**src/rtl/counter_pkg.sv**
```systemverilog
// Shared types and constants for the parametrised up/down counter.
package counter_pkg;

  typedef enum logic [1:0] {
    M_WRAP    = 2'd0,
    M_SAT     = 2'd1,
    M_BOUNCE  = 2'd2,
    M_ONESHOT = 2'd3
  } mode_t;

  typedef enum logic {
    ST_RUN  = 1'b0,
    ST_DONE = 1'b1
  } state_t;

  localparam logic DIR_UP   = 1'b0;
  localparam logic DIR_DOWN = 1'b1;

endpackage

```
**src/rtl/counter_step.sv**
```systemverilog
// Combinational next-value and boundary unit for one enabled counter step.
module counter_step
  import counter_pkg::*;
#(
  parameter int unsigned BIT_WIDTH = 4
) (
  input  logic [BIT_WIDTH-1:0] count,
  input  logic [BIT_WIDTH-1:0] limit,
  input  logic                 dir,
  input  mode_t                mode,
  output logic [BIT_WIDTH-1:0] next_count,
  output logic                 next_dir,
  output logic                 hit_tc,
  output logic                 wrap_evt,
  output logic                 oneshot_end
);

  logic [BIT_WIDTH-1:0] term;

  // Terminal value for the current direction.
  assign term = (dir == DIR_DOWN) ? '0 : limit;

  // Work out the result of one step; the clamp case has priority over mode behaviour.
  always_comb begin
    next_count  = count;
    next_dir    = dir;
    hit_tc      = 1'b0;
    wrap_evt    = 1'b0;
    oneshot_end = 1'b0;
    if (count > limit) begin
      // Limit was lowered below the current count.
      next_count = limit;
      hit_tc     = 1'b1;
    end else if (count != term) begin
      next_count = (dir == DIR_DOWN) ? count - BIT_WIDTH'(1) : count + BIT_WIDTH'(1);
      hit_tc     = (next_count == term);
    end else begin
      unique case (mode)
        M_WRAP: begin
          next_count = (dir == DIR_DOWN) ? limit : '0;
          wrap_evt   = 1'b1;
        end
        M_SAT: begin
          next_count = count;
        end
        M_BOUNCE: begin
          next_dir = ~dir;
          wrap_evt = 1'b1;
          // With limit 0 there is nowhere to bounce to; count stays at 0.
          if (limit == '0) begin
            next_count = '0;
          end else begin
            next_count = (dir == DIR_DOWN) ? BIT_WIDTH'(1) : limit - BIT_WIDTH'(1);
          end
        end
        M_ONESHOT: begin
          oneshot_end = 1'b1;
        end
        default: begin
          next_count = count;
        end
      endcase
    end
  end

endmodule

```
**src/rtl/updown_counter_mod.sv**
```systemverilog
// Parametrised load/direction counter with modulo limit, run modes, terminal-count
// pulse and a saturating wrap-event counter.
module updown_counter_mod
  import counter_pkg::*;
#(
  parameter int unsigned BIT_WIDTH = 4,
  parameter int unsigned WRAP_W    = 8
) (
  input  logic                 CLK,
  input  logic                 reset,
  input  logic                 en,
  input  logic                 chnge,
  input  logic                 load_en,
  input  logic [BIT_WIDTH-1:0] load,
  input  logic [BIT_WIDTH-1:0] limit,
  input  logic [1:0]           mode,
  output logic [BIT_WIDTH-1:0] count,
  output logic                 dir,
  output logic                 tc,
  output logic                 done,
  output logic [WRAP_W-1:0]    wraps
);

  logic [BIT_WIDTH-1:0] count_q, count_d;
  logic                 dir_q, dir_d;
  logic                 tc_q, tc_d;
  state_t               state_q, state_d;
  logic [WRAP_W-1:0]    wraps_q, wraps_d;

  mode_t                mode_in;
  logic [BIT_WIDTH-1:0] step_count;
  logic                 step_dir;
  logic                 step_tc;
  logic                 step_wrap;
  logic                 step_end;

  assign mode_in = mode_t'(mode);

  // The step unit sees the registered direction, so a chnge edge takes effect one step later.
  counter_step #(
    .BIT_WIDTH (BIT_WIDTH)
  ) u_step (
    .count       (count_q),
    .limit       (limit),
    .dir         (dir_q),
    .mode        (mode_in),
    .next_count  (step_count),
    .next_dir    (step_dir),
    .hit_tc      (step_tc),
    .wrap_evt    (step_wrap),
    .oneshot_end (step_end)
  );

  // Next-state: load beats step beats hold (reset is applied in the register block).
  always_comb begin
    count_d = count_q;
    dir_d   = dir_q;
    tc_d    = 1'b0;
    state_d = state_q;
    wraps_d = wraps_q;
    if (load_en) begin
      count_d = (load > limit) ? limit : load;
      dir_d   = chnge;
      state_d = ST_RUN;
    end else if (state_q == ST_RUN) begin
      // Bounce owns its direction; the other modes track chnge every cycle.
      if (mode_in != M_BOUNCE) begin
        dir_d = chnge;
      end
      if (en) begin
        count_d = step_count;
        tc_d    = step_tc;
        if (mode_in == M_BOUNCE) begin
          dir_d = step_dir;
        end
        if (step_wrap && (wraps_q != '1)) begin
          wraps_d = wraps_q + WRAP_W'(1);
        end
        if (step_end) begin
          state_d = ST_DONE;
        end
      end
    end
  end

  // State registers with synchronous active-high reset.
  always_ff @(posedge CLK) begin
    if (reset) begin
      count_q <= '0;
      dir_q   <= chnge;
      tc_q    <= 1'b0;
      state_q <= ST_RUN;
      wraps_q <= '0;
    end else begin
      count_q <= count_d;
      dir_q   <= dir_d;
      tc_q    <= tc_d;
      state_q <= state_d;
      wraps_q <= wraps_d;
    end
  end

  assign count = count_q;
  assign dir   = dir_q;
  assign tc    = tc_q;
  assign done  = (state_q == ST_DONE);
  assign wraps = wraps_q;

endmodule

```
**config.mk**
```make
export PLATFORM = sky130hd
export DESIGN_NAME = updown_counter_mod
export DESIGN_NICKNAME = d
export VERILOG_FILES = /design/src/rtl/counter_pkg.sv /design/src/rtl/counter_step.sv /design/src/rtl/updown_counter_mod.sv
export SDC_FILE = /design/constraint.sdc
export NUM_CORES = 1
export LEC_CHECK = 0
export BUFFER_PORTS_ARGS = -buffer_cell sky130_fd_sc_hd__buf_2
export CAP_MARGIN = 15
export CORE_MARGIN = 2
export CORE_UTILIZATION = 25
export DETAILED_ROUTE_END_ITERATION = 12
export SETUP_SLACK_MARGIN = 0.1
export SYNTH_ARGS = -nofsm -noshare
export SYNTH_HDL_FRONTEND = slang
export SYNTH_HIERARCHICAL = 1
export SYNTH_SLANG_ARGS = --single-unit
```
**constraint.sdc**
```tcl
create_clock -name CLK -period 6.8 [get_ports CLK]
set_input_delay 0.68 -clock CLK [delete_from_list [all_inputs] [get_ports CLK]]
set_output_delay 0.68 -clock CLK [all_outputs]
set_load 0.02 [all_outputs]
```
# ---- Yosys cells after proc, flatten, opt, wreduce, memory -nomap -nowiden
# Cells that the tools add are included.
dict set report totals {
  regBits 15
  input_bits 15
  output_inout_bits 15
  wordCells 67
}
dict set report op_classes {
  addsub 4
  n_lt_le_gt_ge 2
  n_eq_ne 10
  n_mux 31
  n_bitwise 4
  reduce_logical 11
}
# operator n
set ops {}
lappend ops {{4-bit 2-to-1 mux} 11}
lappend ops {{1-bit 2-to-1 mux} 19}
lappend ops {{5-bit != test (second input constant)} 2}
lappend ops {{8-bit by 1-bit adder with 8-bit output (second input constant)} 1}
lappend ops {{4-bit greater-than comparator} 2}
lappend ops {{8-bit != test (second input constant)} 1}
lappend ops {{4-bit one-hot mux with 2 select lines} 1}
lappend ops {{4-bit by 1-bit subtractor with 4-bit output (second input constant)} 2}
lappend ops {{3-bit AND reduction} 2}
lappend ops {{5-bit nonzero test} 1}
lappend ops {{4-bit by 1-bit adder with 4-bit output (second input constant)} 1}
lappend ops {{2-bit equality test (second input constant)} 2}
lappend ops {{4-bit equality test} 1}
lappend ops {{4-bit zero test} 1}
lappend ops {{2-bit != test (second input constant)} 2}
lappend ops {{4-bit != test} 1}
lappend ops {{1-bit inverter} 4}
lappend ops {{4-bit AND reduction} 1}
lappend ops {{2-bit OR reduction} 2}
lappend ops {{4-bit OR reduction} 1}
lappend ops {{3-bit != test (second input constant)} 1}
lappend ops {{2-bit zero test} 1}
lappend ops {{2-bit nonzero test} 1}
lappend ops {{1-bit logical AND} 1}

# ---- Longest topological paths before layout
dict set report depth {
  word_depth 9
  ltp_mapped 11
  depth_no_buf 10
}

# ---- Hierarchy
# The synthesis kept the hierarchy.
# module n_inst cells_per_inst area_per_inst_um2 seq_area_each_um2
set modules_own_cells {}
lappend modules_own_cells {updown_counter_mod 1 98 875.8 310.3}
lappend modules_own_cells {counter_step 1 94 675.6 0.0}

# ---- Worst setup path after synthesis
# OpenSTA, ideal clock, no wires.
dict set report synth_timing {
  path_kind {in2reg}
  start {input port limit[2]}
  end {register wraps_q[7], in the netlist wraps[7]}
  setup_ps 142
  arrival_ps 2836
  t_required_ps 6658
  slack_ps 3822
  path_stages 11
  n_path_buf 1
  path_cell_list {clkbuf_1 inv_1 ha_1 nand3_1 and3_1 a41oi_1 nor3_1 and4bb_2 and4_1 a31oi_1 a311oi_1}
}
dict set report synth_via {
  elab_chain_cells 6
  elab_cells_between_ends 7
  classes_between {order compare: 1; eq/ne: 1; mux: 3; reduce/logical: 2}
}
# item line
set synth_lines {}
lappend synth_lines {{from (decl)} updown_counter_mod.sv:15} ;# input logic [BIT_WIDTH-1:0] limit,
lappend synth_lines {{4-bit 2-to-1 mux} counter_step.sv:21} ;# assign term = (dir == DIR_DOWN) ? '0 : limit;
lappend synth_lines {{4-bit != test} counter_step.sv:34} ;# end else if (count != term) begin
lappend synth_lines {{1-bit 2-to-1 mux} counter_step.sv:34}
lappend synth_lines {{1-bit 2-to-1 mux *} counter_step.sv:30} ;# if (count > limit) begin
lappend synth_lines {{named net step_wrap} updown_counter_mod.sv:34} ;# logic step_wrap;
lappend synth_lines {{1-bit logical AND *} updown_counter_mod.sv:76} ;# if (step_wrap && (wraps_q != '1)) begin
lappend synth_lines {{4-bit AND reduction (no source line) *} --}
lappend synth_lines {{to (signal assigned)} updown_counter_mod.sv:99} ;# wraps_q <= wraps_d;
lappend synth_lines {{to (decl)} updown_counter_mod.sv:28} ;# logic [WRAP_W-1:0] wraps_q, wraps_d;
# Mark *: on every way through the listed nets, which the timed path passes. The rest lies on a longest branch.
# A chain may end at the register's enable or synchronous reset.

# ---- Worst setup path after layout
dict set report layout_timing {
  start {input port limit[1]}
  end {register wraps_q[7], in the netlist wraps[7]}
}
# Same word-level chain as after synthesis.

==> reports/metrics.csv <==
metric,value,unit
status,"complete, no violations",
slew margin rel.,50.2,%
endpoints failing setup,0,
final hold violation count,0,
Die X-Extent,82.8,µm
Nets,247,
Avg WL per Cell,13.8,µm
GR Overflow Total,0,
clock-pin slew of the registers on the worst-case setup and hold paths,0.06,ns
largest net degree at the start of global routing,21,
IO Port Bufs,29,
Synth Instances,192,
synth unique cells,52,
total iterations of the first detailed-routing run,4,
Slew Limit Fails,0,
top post-synthesis cells by area,"dfxtp_1 (18%), ha_1 (10%), mux2i_1 (5.8%)",
Crit. End Element,flop,
critical path type,in -> reg,
CTS Buffer Depth,2,
"Top FF cell, synth",dfxtp_1,
WP data required,6.92,ns
ant diodes,0,
Area Growth Syn to Fin,15.7,%
GPL Wtd Cong,0.871,
most frequent cells in the layout,"buf_2 (29), nor2_1 (19), dfxtp_1 (14)",
First DRT Iteration DRCs,131,
min Tclk post-route,3.00,ns
CP peak stage delay,0.58,ns
top-area cell type share of the netlist area,18.1,%
worst hold slack,0.543,ns
Mapped Area,0.00155,mm²
CTS tree,built,
CP max-delay cell,a41oi_1,
LEAKAGE,0.000770,µW
root buf cell,clkbuf_8,
DR DRC count,0,
Clock Skews,0.00431,ns
Worst-Skew Late Latency,0.25,ns
Post-CTS Setup Bufs,0,
die area,0.00685,mm²
PD cells,182,mW/mm²
worst vdd ir,0.104,mV
post-synthesis sequential area ratio,20.0,%
post-synth top area cell,dfxtp_1,
Power Total,326,µW
footprint of the multi-input gates,0.00116,mm²
critical path peak fanout,10,
initial antenna violation count,0,
number of non-filler instances in the completed layout,292,
drt total wl,4.03,mm
total track usage,12.1,%
first-pass GRT wire length,6.64,mm
CP top delay family,simple AND/OR/NAND/NOR gates,
Post-CTS Hold Buffers,0,
DR vias,1550,
Initial Util,26.1,%
Via density,5.31,
post-cts resize count,0,
ratio of cells with drive above 1 in the final layout,19.4,%
Inserted Clock Buffers,3,
Fmax achieved,333,MHz
TNS Setup,0,ns
#FFs+latches synth,15,
Synth Warn #,6,
HPWL Detailed,3.05,mm
design area,0.00180,mm²
fillcell total,661,
Post-Place Cell Area,0.00175,mm²
H-tree depth,1,
"commonest non-fill, non-tap cell in the layout",buf_2,
clock sinks,15,
die height,82.8,µm
Tcrit/Tclk final,44.1,%
syn_nets,221,
Reg area,310,µm²
CP Cell Sequence,buf_2 -> inv_1 -> ha_1 -> nand4b_1 -> and3_1 -> a41oi_1 -> nor3_1 -> and4bb_2 -> and4_1 -> a31oi_1 -> a311oi_1,
CP startpoint kind,input port,
Critical path buffers and inverters,2,
Core ar.,0.00596,mm²
Post-synth EDFFs,1,
FP Rows,28,
Slew @ Worst Pin,0.737,ns
Worst EP arrival,3.12,ns
Mapped Avg Cell Area,8.08,µm²
placed cell count,288,
Antenna Nets Post-Route,0,
async set-reset flop share out of synthesis,0,%
vias in the first global route,1437,
IO Count,30,
worst min path class,reg -> reg,
Max-Cap Viols,0,
unrepaired setup endpoints after global routing,false,
through the flow:
| stage | util [%] | setup WS (ns) |
|---|---|---|
| 6_report | 30.1 | 3.80 |
| 5_1_grt | 30.1 | 3.57 |
| 4_1_cts | 30.1 | 3.82 |
| 3_5_place_dp | 29.4 | 3.57 |
| 3_3_place_gp | 29.4 | 3.63 |
| 2_1_floorplan | - | 3.82 |
cells by family after synthesis:
logic type      Yosys count  synth area share [%]
mux                       9                  5.81
buf+inv                  18                  5.08
xor+xnor                 11                  6.21
simple gates             80                  29.1
compound gates           45                  22.0
flops                    15                  20.0
fa+ha+maj                14                  11.8
layout make-up:
class | count | share of cell area, %
Clock buffer | 3 | 2.30
Clock inverter | 1 | 0.279
Inverter | 10 | 2.09
Multi-Input combinational cell | 159 | 64.7
Sequential cell | 15 | 17.3
Tap cell | 75 | 5.23
Timing Repair Buffer | 29 | 8.08
worst paths after layout:
check        startpoint        to  slack (ns)  depth (start not counted)
max            limit[1]  wraps[7]        3.80                         11
min                done       dir        0.54                          1
max reg2reg    count[0]  wraps[7]        3.86                         10
min reg2reg        done       dir        0.54                          1
worst register-to-register path, cell delays in order (launching register included):
cell and delay (ns):
dfxtp_1 0.56, inv_1 0.22, ha_1 0.23, nand4b_1 0.15
and3_1 0.17, a41oi_1 0.58, nor3_1 0.10, and4bb_2 0.31
and4_1 0.24, a31oi_1 0.18, a311oi_1 0.07
synth_stat cells, types with 3 or more instances:
library cell / instances
a311o_1: 5
inv_1: 9
ha_1: 13
nand2_1: 13
mux2i_1: 9
nand4_1: 4
clkbuf_1: 5
and3_1: 3
dfxtp_1: 14
nor3_1: 8
a21oi_1: 11
nor2_1: 19
nand3_1: 6
a31oi_1: 3
nand2b_1: 6
xor2_1: 7
nand4b_1: 3
o21ai_0: 7
xnor2_1: 4
nor2b_1: 6
sequential cells by signal (all words and copies together) (netlist names):
register  count
count         4
dir           1
done          1
tc            1
wraps         8
metal layers:
| layer | global-route usage, % | up-vias | routed length, µm |
|---|---|---|---|
| met2 | 17.6 | 49 | 1820 |
| met3 | 2.16 | 2 | 274 |
| met5 | 0 | - | 0 |
| met1 | 18.4 | 727 | 1920 |
| met4 | 2.79 | 0 | 20 |
| li1 | - | 772 | - |
power breakdown:
group	internal (µW)	switching (µW)
Sequential	94.0	14.3
Combinational	63.0	82.3
Clock	40.5	32.0
Total	198	129
Power figures use the tool's default switching activity.
